File: src/rtl/ds_mux_pkg.sv
// Shared types and helpers for the delta-sigma bitstream mux scheduler.
// Holds the FSM state encoding, mux select constants and the channel id type.
package ds_mux_pkg;

    typedef enum logic [1:0] {
        IDLE   = 2'd0,
        GNT_A  = 2'd1,
        GNT_B  = 2'd2,
        SWITCH = 2'd3
    } state_e;

    localparam logic SEL_A = 1'b0;
    localparam logic SEL_B = 1'b1;

    typedef enum logic {
        CH_A = 1'b0,
        CH_B = 1'b1
    } chan_e;

    function automatic logic chan_sel(input chan_e ch);
        return (ch == CH_B) ? SEL_B : SEL_A;
    endfunction

    function automatic chan_e other_chan(input chan_e ch);
        return (ch == CH_A) ? CH_B : CH_A;
    endfunction

    // Round-robin pick: on contention the channel that did not hold last wins.
    function automatic chan_e arb_target(input logic req_a, input logic req_b, input chan_e last);
        if (req_a && req_b) begin
            return other_chan(last);
        end
        return (req_b && !req_a) ? CH_B : CH_A;
    endfunction

endpackage

File: src/rtl/ds_dwell_cnt.sv
// Saturating dwell counter for the current mux holder, with an expiry flag
// against the programmable minimum dwell (a zero minimum never expires).
module ds_dwell_cnt #(
    parameter int DWELL_W = 8
) (
    input  logic               clk,
    input  logic               rst_n,
    input  logic               i_load,
    input  logic               i_en,
    input  logic [DWELL_W-1:0] i_min_dwell,
    output logic               o_expired
);

    logic [DWELL_W-1:0] r_count;

    // NOTE: sequential state uses non-blocking (<=) so every flop samples pre-edge values.
    always_ff @(posedge clk or negedge rst_n) begin
        if (!rst_n) begin
            r_count <= '0;
        end else if (i_load) begin
            r_count <= DWELL_W'(1);
        end else if (i_en && (r_count != '1)) begin
            r_count <= r_count + DWELL_W'(1);
        end
    end

    assign o_expired = (i_min_dwell != '0) && (r_count >= i_min_dwell);

endmodule

File: src/rtl/ds_mux_sched.sv
// Round-robin scheduler for the shared 1-bit 2:1 bitstream mux: drives the mux
// select, grants, and a guard-interval hold on every switchover.
module ds_mux_sched
    import ds_mux_pkg::*;
#(
    parameter int GUARD   = 2,
    parameter int DWELL_W = 8
) (
    input  logic               clk,
    input  logic               rst_n,
    input  logic               req_a,
    input  logic               req_b,
    input  logic [DWELL_W-1:0] min_dwell,
    output logic               grant_a,
    output logic               grant_b,
    output logic               sel,
    output logic               hold,
    output logic               busy
);

    localparam int                 GUARD_W    = $clog2(GUARD + 1);
    localparam logic [GUARD_W-1:0] GUARD_LOAD = GUARD_W'(GUARD);

    state_e             r_state;
    chan_e              r_last;
    chan_e              r_target;
    logic [GUARD_W-1:0] r_guard;
    logic               r_grant_a;
    logic               r_grant_b;
    logic               r_sel;
    logic               r_hold;
    logic               r_busy;

    chan_e w_target;
    chan_e w_next_chan;
    logic  w_to_grant;
    logic  w_to_switch;
    logic  w_to_idle;
    logic  w_expired;
    logic  w_guard_done;
    logic  w_dwell_en;

    assign w_target     = arb_target(req_a, req_b, r_last);
    assign w_guard_done = (r_guard == GUARD_W'(1));
    assign w_dwell_en   = (r_state == GNT_A) || (r_state == GNT_B);

    ds_dwell_cnt #(
        .DWELL_W (DWELL_W)
    ) u_dwell (
        .clk         (clk),
        .rst_n       (rst_n),
        .i_load      (w_to_grant),
        .i_en        (w_dwell_en),
        .i_min_dwell (min_dwell),
        .o_expired   (w_expired)
    );

    // Transition decode; the register block below applies exactly one of these.
    always_comb begin
        // NOTE: every output of this block is defaulted first so no latch is inferred.
        w_to_grant  = 1'b0;
        w_to_switch = 1'b0;
        w_to_idle   = 1'b0;
        w_next_chan = w_target;
        case (r_state)
            IDLE: begin
                if (req_a || req_b) begin
                    if (chan_sel(w_target) == r_sel) begin
                        w_to_grant = 1'b1;
                    end else begin
                        w_to_switch = 1'b1;
                    end
                end
            end
            GNT_A: begin
                w_next_chan = CH_B;
                if (!req_a) begin
                    w_to_switch = req_b;
                    w_to_idle   = !req_b;
                end else if (req_b && w_expired) begin
                    w_to_switch = 1'b1;
                end
            end
            GNT_B: begin
                w_next_chan = CH_A;
                if (!req_b) begin
                    w_to_switch = req_a;
                    w_to_idle   = !req_a;
                end else if (req_a && w_expired) begin
                    w_to_switch = 1'b1;
                end
            end
            SWITCH: begin
                // Target is frozen at entry; request changes only matter at guard exit.
                w_next_chan = r_target;
                if (w_guard_done) begin
                    if ((r_target == CH_A) ? req_a : req_b) begin
                        w_to_grant = 1'b1;
                    end else begin
                        w_to_idle = 1'b1;
                    end
                end
            end
        endcase
    end

    always_ff @(posedge clk or negedge rst_n) begin
        if (!rst_n) begin
            r_state   <= IDLE;
            r_last    <= CH_B;
            r_target  <= CH_A;
            r_guard   <= '0;
            r_grant_a <= 1'b0;
            r_grant_b <= 1'b0;
            r_sel     <= SEL_A;
            r_hold    <= 1'b0;
            r_busy    <= 1'b0;
        end else if (w_to_grant) begin
            r_state   <= (w_next_chan == CH_A) ? GNT_A : GNT_B;
            r_last    <= w_next_chan;
            r_guard   <= '0;
            r_grant_a <= (w_next_chan == CH_A);
            r_grant_b <= (w_next_chan == CH_B);
            r_hold    <= 1'b0;
            r_busy    <= 1'b1;
        end else if (w_to_switch) begin
            r_state   <= SWITCH;
            r_target  <= w_next_chan;
            r_guard   <= GUARD_LOAD;
            r_grant_a <= 1'b0;
            r_grant_b <= 1'b0;
            r_sel     <= chan_sel(w_next_chan);
            r_hold    <= 1'b1;
            r_busy    <= 1'b1;
        end else if (w_to_idle) begin
            // sel is left where it is so a returning request for the same side is granted directly.
            r_state   <= IDLE;
            r_guard   <= '0;
            r_grant_a <= 1'b0;
            r_grant_b <= 1'b0;
            r_hold    <= 1'b0;
            r_busy    <= 1'b0;
        end else if (r_state == SWITCH) begin
            r_guard <= r_guard - GUARD_W'(1);
        end
    end

    assign grant_a = r_grant_a;
    assign grant_b = r_grant_b;
    assign sel     = r_sel;
    assign hold    = r_hold;
    assign busy    = r_busy;

endmodule
File: config.mk
export PLATFORM = sky130hd
export DESIGN_NAME = ds_mux_sched
export DESIGN_NICKNAME = d
export VERILOG_FILES = /design/src/rtl/ds_mux_pkg.sv /design/src/rtl/ds_dwell_cnt.sv /design/src/rtl/ds_mux_sched.sv
export SDC_FILE = /design/constraint.sdc
export NUM_CORES = 1
export LEC_CHECK = 0
export CORE_MARGIN = 1
export CORE_UTILIZATION = 54
export DETAILED_ROUTE_END_ITERATION = 8
export MAX_ROUTING_LAYER = met4
export PLACE_DENSITY = 0.83
export SYNTH_ARGS = -nofsm -noshare
export SYNTH_HDL_FRONTEND = slang
export SYNTH_SLANG_ARGS = --single-unit
File: constraint.sdc
create_clock -name clk -period 2.4 [get_ports clk]
set_clock_uncertainty 0.05 [all_clocks]
set_input_delay 0.48 -clock clk [delete_from_list [all_inputs] [get_ports clk]]
set_output_delay 0.48 -clock clk [all_outputs]
set_load 0.01 [all_outputs]
Word-level counts from Yosys, hierarchy flattened:

Index checks and enable logic that the tools add are counted.

* bits in registers: 19
* bits of input ports: 12
* output and inout bits: 5
* logic and storage cells: 80

* add/sub/neg operators: 2
* order comparisons: 1
* equality and inequality tests: 6
* multiplexer cells: 43
* bitwise gates (word level): 2
* reductions and logical operators: 16

Operators with widths (number)
* $mux W1: 29
* $mux W2: 8
* $mux W8: 2
* $pmux W1 S3: 3
* $add A8 B1 Y8 const B: 1
* $ge A8 B8 Y1: 1
* $ne A8 B8 Y1 const B: 1
* $reduce_bool A8 Y1: 1
* $logic_and A1 B1 Y1: 6
* $eq A2 B1 Y1 const B: 2
* $eq A2 B2 Y1 const B: 2
* $reduce_bool A4 Y1: 1
* $reduce_bool A3 Y1: 1
* $logic_not A1 Y1: 2
* $logic_not A2 Y1: 1
* $logic_or A1 B1 Y1: 2
* $not A1 Y1: 2
* $pmux W1 S2: 1
* $reduce_and A2 Y1: 1
* $reduce_bool A2 Y1: 1
* $sub A2 B1 Y2 const B: 1
* $eq A1 B1 Y1: 1

Longest topological paths before layout:

Gate-level depths: netlist of the first run.

* depth in word-level cells: 11
* gate-level depth with buffers: 9
* gate-level depth less buffers: 8

By module:

A second synthesis of the first run with hierarchy kept.

* cell total of the unflattened synthesis: 142
* area, all modules: 1307.5 sq um

By module, submodules not included
* ds_mux_sched: times used 1, cells each 69, area an instance 663.1 sq um, seq. area each 251.5 sq um
* ds_dwell_cnt: times used 1, cells each 73, area an instance 644.4 sq um, seq. area each 200.2 sq um

Worst setup path after synthesis of the first run:

Ideal clock, no wire load.

* path type: in2reg
* start: input min_dwell[5]
* end: register r_target
* library setup time: 125 ps
* data arrival time: 1830 ps
* required time: 2225 ps
* setup slack: 395 ps
* cell stages on the path: 8
* path buffers: 0
* cell sequence: inv_1 -> ha_1 -> a211oi_1 -> nand3_1 -> o211ai_1 -> a31oi_4 -> nand2_2 -> mux2_4

* cells in the longest elaborated chain, start to end: 7
* elaborated cells between the ends (all ways): 11
* those cells by class: order compare: 1; mux: 5; reduce/logical: 5

Ends and longest elaborated chain
* from (decl): RTL line ds_mux_sched.sv:13 `input logic [DWELL_W-1:0] min_dwell,`
* $ge A8 B8 Y1 / $reduce_bool A8 Y1 (equally long branches): RTL line ds_dwell_cnt.sv:27 `assign o_expired = (i_min_dwell != '0) && (r_count >= i_min_dwell);`
* $logic_and A1 B1 Y1 *: RTL line ds_dwell_cnt.sv:27
* $logic_and A1 B1 Y1, on equally long branches: RTL line ds_mux_sched.sv:89, ds_mux_sched.sv:80
* $mux W1, on equally long branches: RTL line ds_mux_sched.sv:89, ds_mux_sched.sv:80
* $mux W1, on equally long branches: RTL line ds_mux_sched.sv:86, ds_mux_sched.sv:77
* $pmux W1 S3 *: RTL line ds_mux_sched.sv:65 `case (r_state)`
* $reduce_and A2 Y1 (no source line) *
* to (signal assigned): RTL line ds_mux_sched.sv:128 `r_target <= w_next_chan;`
* to (decl): RTL line ds_mux_sched.sv:26 `chan_e r_target;`

Mark *: on every way between the ends. The rest lies on a longest branch, timed or not.
A chain may end at the register's enable or synchronous reset.

Worst setup path after layout of the first run:

Same ends and word-level chain as after synthesis.

==> summary.md, run 1 <==
| Metric | Value |
|---|---|
| Status | `finished clean` |
| Number of I/O port buffers | `16` |
| Area Overhead vs Synth | `19.4%` |
| TritonCTS clock tree | `built` |
| Post-synth cell types | `38` |
| Clock Latency Late Sink | `0.31 ns` |
| CP max-delay cell | `clkdlybuf4s50_1` |
| Post-route cell area | `1510 um^2` |
| Post-route setup TNS | `0 ns` |
| Final period utilization | `95.6%` |
| Core Util, Final | `68.4%` |
| Syn_nets | `171` |
| H-tree levels | `1` |
| Post-CTS Setup Repair Bufs | `0` |
| #FFs+latches synth | `18` |
| Final #Nets | `193` |
| RSZ-0062 raised after global routing | `no` |
| Cell Chain, Critical Path | `clkdlybuf4s50_1 > inv_1 > ha_1 > a211oi_2 > nand3_1 > o211ai_1 > a31oi_4 > nand2_2 > mux2_4` |
| DRT iter0 DRCs | `29` |
| Layout cells sized above 1 | `10.8%` |
| Worst EP arrival | `2.44 ns` |
| Slew @ Worst Pin | `0.473 ns` |
| CP delay by family, top | `compound AO/OA/AOI/OAI gates` |
| Max-cap violations | `0` |
| Post-route ant nets | `0` |
| XOR/XNOR Fraction of Synth Area | `4.84%` |
| Initial antenna violation count | `0` |
| P per Cell Area | `1250 nW/um^2` |
| Final Hold Vio Count | `0` |
| First-pass GRT wire length | `4460 um` |
| F_max | `436 MHz` |
| Post-place instance area | `1480 um^2` |
| Die area | `2540 um^2` |
| Slew Limit Fails | `0` |
| Largest net degree at the start of global routing | `19` |
| Total wire length | `2810 um` |
| Compound-Gate Fraction of Synth Area | `18.3%` |
| IO Count | `17` |
| Relative max-transition margin | `68.1%` |
| Root Driver | `clkbuf_4` |
| Reg clk slew, reported paths | `0.09 ns` |
| # clock sinks | `18` |
| Crit path largest cell delay | `0.48 ns` |
| Die height | `50.4 um` |
| Bufs on Longest Clock Path | `2` |
| Drt pass-1 iters | `4` |
| Vias per cell | `5.75` |
| Worst Setup End Kind | `register` |
| Final setup fails | `0` |
| Vias in the first global route | `1055` |
| Initial core utilization | `57.3%` |
| Dpl hpwl | `2130 um` |
| Layout Cells excl Fill | `194` |
| Mapped Area | `1270 um^2` |
| Largest family of logic cells by synthesized area | `simple AND/OR/NAND/NOR gates` |
| Worst Path Required | `2.54 ns` |
| Worst hold slack | `0.430 ns` |
| Minimum clock period | `2.29 ns` |
| Crit start category | `primary input` |
| Gpl congestion | `0.817` |
| Drt drc | `0` |
| CTS Buf Count | `3` |
| Diodes inserted | `0` |
| Global Route Usage Sum | `25.1%` |
| Max VDD drop | `691 uV` |
| Critical path class | `primary input to register` |
| Detailed-route via count | `1115` |
| Lkg Pwr | `0.692 nW` |
| Dpl cells | `190` |
| Drt wl/cell | `14.5 um` |
| Worst path bufs/invs | `2` |
| Post-Synth Simple-Gate Area | `19.8%` |
| Seq/Total Area, Yosys | `35.6%` |
| CORE AREA | `2210 um^2` |
| Avg Inst Size Synth | `8.74 um^2` |
| FF-to-FF setup slack | `0.19 ns` |
| # hold bufs at CTS | `0` |
| Yosys warns | `0` |
| Critical path peak fanout | `3` |
| Mux cell area share after synthesis | `1.97%` |
| HP Class | `register to register` |
| Site Rows | `17` |
| Die Wd | `50.4 um` |
| Mapped Cells | `145` |
| Post-synthesis adder-cell area fraction | `13.8%` |
| Global route total overflow | `0` |
[what timing repair did]
action,4_1_cts,5_1_grt
resized for setup,0,2
hold endpoints to repair,0,0
setup endpoints to repair,0,5
[final timing paths]
path / start / endpoint / depth (start not counted)
worst max-delay path: min_dwell[5] / r_target / 9
worst min-delay path: busy / busy / 2
worst max register to register: r_state[0] / grant_b / 8
worst min register to register: busy / busy / 2
max in group asynchronous: rst_n / r_last / 2
min in group asynchronous: rst_n / hold / 2
[final cells by class]
cell class | instances | area (um^2)
clock buffers | 4 | 26.3
flip-flops and latches | 18 | 452
repair buffers | 21 | 198
fillers | 170 | 698
inverters | 13 | 48.8
well taps | 28 | 35.0
multi-input cells | 110 | 754
[registers in the layout (all words and copies together), names as in the netlist]
| signal | cells |
|---|---|
| busy | 1 |
| hold | 1 |
| r_guard | 2 |
| grant_b | 1 |
| u_dwell.r_count | 8 |
| r_state | 2 |
| r_target | 1 |
| r_last | 1 |
| grant_a | 1 |
[logic make-up after synthesis]
group	count (synthesis)
AND/OR/NAND/NOR	52
buffers and inverters	17
multiplexers	2
flip-flops	18
AO/OA/AOI/OAI	35
adder cells (fa/ha/maj)	14
XOR/XNOR	7
[routing by layer]
layer / GRT usage, % / vias up / routed length [um]
met3: 2.73 / 8 / 88
met5: - / - / 0
li1: - / 552 / -
met4: 19.0 / 0 / 104
met1: 29.6 / 522 / 1290
met2: 39.3 / 33 / 1330
[report_power, final]
part           switching, mW  internal, mW  leakage (nW)
Sequential             0.173         0.461         0.220
Clock                 0.0959        0.0649        0.0150
Combinational          0.572         0.523         0.456
[cells in the mapped netlist, drive strengths merged]
library cell / count / area (um^2)
a211oi: 1 / 7.51
a21oi: 12 / 60.1
a22oi: 1 / 7.51
a31o: 1 / 8.76
a31oi: 2 / 27.5
a32o: 1 / 10.0
and2: 1 / 6.26
and3: 1 / 6.26
and3b: 1 / 8.76
buf: 4 / 22.5
dfrtp: 17 / 425
dfstp: 1 / 26.3
ha: 14 / 175
inv: 13 / 48.8
mux2: 1 / 15.0
mux2i: 1 / 10.0
nand2: 14 / 55.1
nand2b: 2 / 12.5
nand3: 6 / 30.0
nand4: 2 / 12.5
nor2: 16 / 62.6
nor3: 4 / 20.0
nor3b: 1 / 7.51
nor4: 2 / 12.5
o211ai: 5 / 37.5
o21ai: 10 / 53.8
o21bai: 2 / 18.8
or3b: 2 / 17.5
xnor2: 5 / 43.8
xor2: 2 / 17.5
[metrics by stage]
step / worst slack, ns / power, mW
finish: 0.105 / 1.89
global route: 0.0313 / 2.05
CTS: 0.114 / 1.87
detailed placement: -0.201 / 1.70
global placement: -0.151 / 1.62
floorplan: 0.395 / 1.35
[layout by cell type, fill, tap and decap left out, drive strengths merged, types with 2 or more instances in the layout]
| cell | Yosys | routed |
|---|---|---|
| nand2b | 2 | 2 |
| a21oi | 12 | 12 |
| xor2 | 2 | 2 |
| o21bai | 2 | 2 |
| nor2 | 16 | 16 |
| nand2 | 14 | 14 |
| clkdlybuf4s50 | 0 | 16 |
| nand4 | 2 | 2 |
| nand3 | 6 | 6 |
| inv | 13 | 13 |
| nor3 | 4 | 4 |
| o211ai | 5 | 5 |
| o21ai | 10 | 10 |
| ha | 14 | 14 |
| buf | 4 | 5 |
| dfrtp | 17 | 17 |
| xnor2 | 5 | 5 |
| nor4 | 2 | 2 |
| clkbuf | 0 | 4 |
| or3b | 2 | 2 |
| a31oi | 2 | 2 |
[tightest hold or removal path, stage by stage (launching register included)]
cell and delay [ns]:
dfrtp_1 0.35, nand2_1 0.05, nand2_1 0.05
Note: power is estimated with default switching activity, not from simulation.
==> inputs of run 2 (changes only) <==
--- a/config.mk
+++ b/config.mk
@@ -8,6 +8,7 @@
 export CORE_MARGIN = 1
 export CORE_UTILIZATION = 54
 export DETAILED_ROUTE_END_ITERATION = 8
+export GPL_ROUTABILITY_DRIVEN = 0
 export MAX_ROUTING_LAYER = met4
 export PLACE_DENSITY = 0.83
 export SYNTH_ARGS = -nofsm -noshare
==> results of run 2 <==
No change in the layout: final DEF, timing and power equal those of run 1.
==> inputs of run 3 (changes only) <==
--- a/config.mk
+++ b/config.mk
@@ -10,7 +10,7 @@
 export DETAILED_ROUTE_END_ITERATION = 8
 export GPL_ROUTABILITY_DRIVEN = 0
 export MAX_ROUTING_LAYER = met4
-export PLACE_DENSITY = 0.83
+export PLACE_DENSITY = 0.76
 export SYNTH_ARGS = -nofsm -noshare
 export SYNTH_HDL_FRONTEND = slang
 export SYNTH_SLANG_ARGS = --single-unit
==> summary.md, run 3 (synthesized netlist as in run 1, its figures left out) <==
| Metric | Value |
|---|---|
| Post-route ant nets | `0 (unchanged)` |
| Lkg Pwr | `0.694 nW (was 0.692 nW)` |
| Vias in the first global route | `998 (was 1055)` |
| Root Driver | `clkbuf_4 (unchanged)` |
| DRT iter0 DRCs | `18 (was 29)` |
| Diodes inserted | `0 (unchanged)` |
| Net Switching | `817 uW (was 840 uW)` |
| Dpl cells | `190 (unchanged)` |
| Max-cap violations | `0 (unchanged)` |
| CTS Buf Count | `3 (unchanged)` |
| FF-to-FF End | `r_target (was grant_b)` |
| Total wire length | `2650 um (was 2810 um)` |
| Bufs on Longest Clock Path | `2 (unchanged)` |
| Final period utilization | `96.6% (was 95.6%)` |
| Worst Path Required | `2.54 ns (about the same)` |
| Critical path class | `primary input to register (unchanged)` |
| # clock sinks | `18 (unchanged)` |
| Largest net degree at the start of global routing | `19 (unchanged)` |
| IO Count | `17 (unchanged)` |
| Die height | `50.4 um (unchanged)` |
| Slew @ Worst Pin | `0.503 ns (was 0.473 ns)` |
| Critical path peak fanout | `3 (unchanged)` |
| Most frequent cells in the layout | `dfrtp_1, clkdlybuf4s50_1, nor2_1 (unchanged)` |
| Detailed-route via count | `1081 (was 1115)` |
| # hold bufs at CTS | `0 (unchanged)` |
| Number of I/O port buffers | `16 (unchanged)` |
| Worst hold slack | `0.458 ns (was 0.430 ns)` |
| Post-route setup TNS | `0 ns (unchanged)` |
| Relative max-transition margin | `66.1% (was 68.1%)` |
| Slew Limit Fails | `0 (unchanged)` |
| HP Class | `primary input to asynchronous set/reset pin (was register to register)` |
| Flip-flop count of the largest register after layout | `8 (unchanged)` |
| Die area | `2540 um^2 (unchanged)` |
| H-tree levels | `1 (unchanged)` |
| Seq pwr share | `33.5% (about the same)` |
| FF-to-FF setup slack | `0.18 ns (was 0.19 ns)` |
| Area Overhead vs Synth | `19.4% (unchanged)` |
| Final #Nets | `193 (unchanged)` |
| Max VDD drop | `772 uV (was 691 uV)` |
| Reg clk slew, reported paths | `0.10 ns (was 0.09 ns)` |
| Combinational power share | `56.5% (was 57.9%)` |
| Clock share of power | `10.0% (was 8.5%)` |
| Global Route Usage Sum | `23.3% (was 25.1%)` |
| F_max | `431 MHz (was 436 MHz)` |
| Global route total overflow | `0 (unchanged)` |
| Minimum clock period | `2.32 ns (was 2.29 ns)` |
| Drt drc | `0 (unchanged)` |
| Vias per cell | `5.57 (was 5.75)` |
| Switching Fraction | `43.5% (was 44.5%)` |
| Crit start category | `primary input (unchanged)` |
| Worst EP arrival | `2.45 ns (was 2.44 ns)` |
| Drt pass-1 iters | `4 (unchanged)` |
| CORE AREA | `2210 um^2 (unchanged)` |
| Layout cells sized above 1 | `10.8% (unchanged)` |
| Worst Setup End Kind | `register (unchanged)` |
| Final Hold Vio Count | `0 (unchanged)` |
| Final setup fails | `0 (unchanged)` |
| Worst Reg2Reg Path Length in Cells | `8 (unchanged)` |
| RSZ-0062 raised after global routing | `no (unchanged)` |
| Drt wl/cell | `13.6 um (was 14.5 um)` |
| Die Wd | `50.4 um (unchanged)` |
| Layout fillers | `190 (was 170)` |
| Initial antenna violation count | `0 (unchanged)` |
| Reg2reg start | `r_state[0] (unchanged)` |
| TritonCTS clock tree | `built (unchanged)` |
| Dpl hpwl | `1990 um (was 2130 um)` |
| Commonest non-fill, non-tap cell in the layout | `dfrtp_1 (unchanged)` |
| First-pass GRT wire length | `4370 um (was 4460 um)` |
| Site Rows | `17 (unchanged)` |
| Initial core utilization | `57.3% (unchanged)` |
| P per Cell Area | `1240 nW/um^2 (was 1250 nW/um^2)` |
| P_int | `1.06 mW (was 1.05 mW)` |
| Layout Cells excl Fill | `194 (unchanged)` |
| Register name with the most flops | `u_dwell.r_count (unchanged)` |
| Clock Latency Late Sink | `0.29 ns (was 0.31 ns)` |
| Status | `finished clean (unchanged)` |
| Regs by FF count | `u_dwell.r_count: 8 flops, r_guard: 2 flops, r_state: 2 flops (unchanged)` |
## run 3: cell counts in the layout (fill, tap and decap cells not counted)
Identical to the previous run, type by type.
## run 3: cell type report
cell class | instances | area [um^2] | share of cell area [%]
clock buffer | 4 | 36.3 | 2.40
inverter | 13 | 48.8 | 3.22
multi-input combinational | 110 | 744 | 49.2
sequential | 18 | 452 | 29.8
tap | 28 | 35.0 | 2.31
timing repair buffer | 21 | 198 | 13.1
## run 3: power by group through the flow
stage                     clock network [mW]  registers, mW  logic, mW
final                                  0.188          0.629       1.06
after global routing                   0.203          0.647       1.19
after CTS                              0.191          0.625       1.06
after detailed placement                   0          0.630       1.05
after global placement                     0          0.621       1.01
after floorplan                            0          0.591      0.762
## run 3: how the worst max path moves through the flow
stage / end / startpoint / slack, ns
CTS: r_target / min_dwell[5] / 0.11
finish: r_target / min_dwell[5] / 0.08
global route: grant_b / min_dwell[7] / 0.009
floorplan: r_target / min_dwell[5] / 0.39
global placement: r_target / min_dwell[5] / -0.15
detailed placement: r_target / min_dwell[5] / -0.20
## run 3: routing by layer
layer	global-route usage, %	vias up	share of wire [%]
li1	-	547	-
met1	32.6	521	52
met2	35.8	11	46
met3	1.21	2	1.4
met4	9.26	0	0.60
met5	-	-	0
## run 3: critical path, cell delays in order
cell             delay (ns)
clkdlybuf4s50_1        0.48
inv_1                  0.05
ha_1                   0.31
a211oi_1               0.22
nand3_1                0.11
o211ai_1               0.25
a31oi_4                0.15
nand2_2                0.10
mux2_4                 0.29
## run 3: metrics by stage
step                      area [um^2]  util [%]  worst slack, ns  power (mW)
after global routing             1510      68.4          0.00879        2.04
after detailed placement         1480      66.8           -0.197        1.68
after global placement           1480      66.8           -0.150        1.63
after floorplan                  1270         -            0.395        1.35
final                            1510      68.4           0.0817        1.88
after CTS                        1510      68.4            0.113        1.88
## run 3: repair_timing
item                                    4_1_cts  5_1_grt
setup buffers                                 0        0
endpoints found under the hold margin         0        0
endpoints found under the setup margin        0        1
gates resized for setup                       0        1
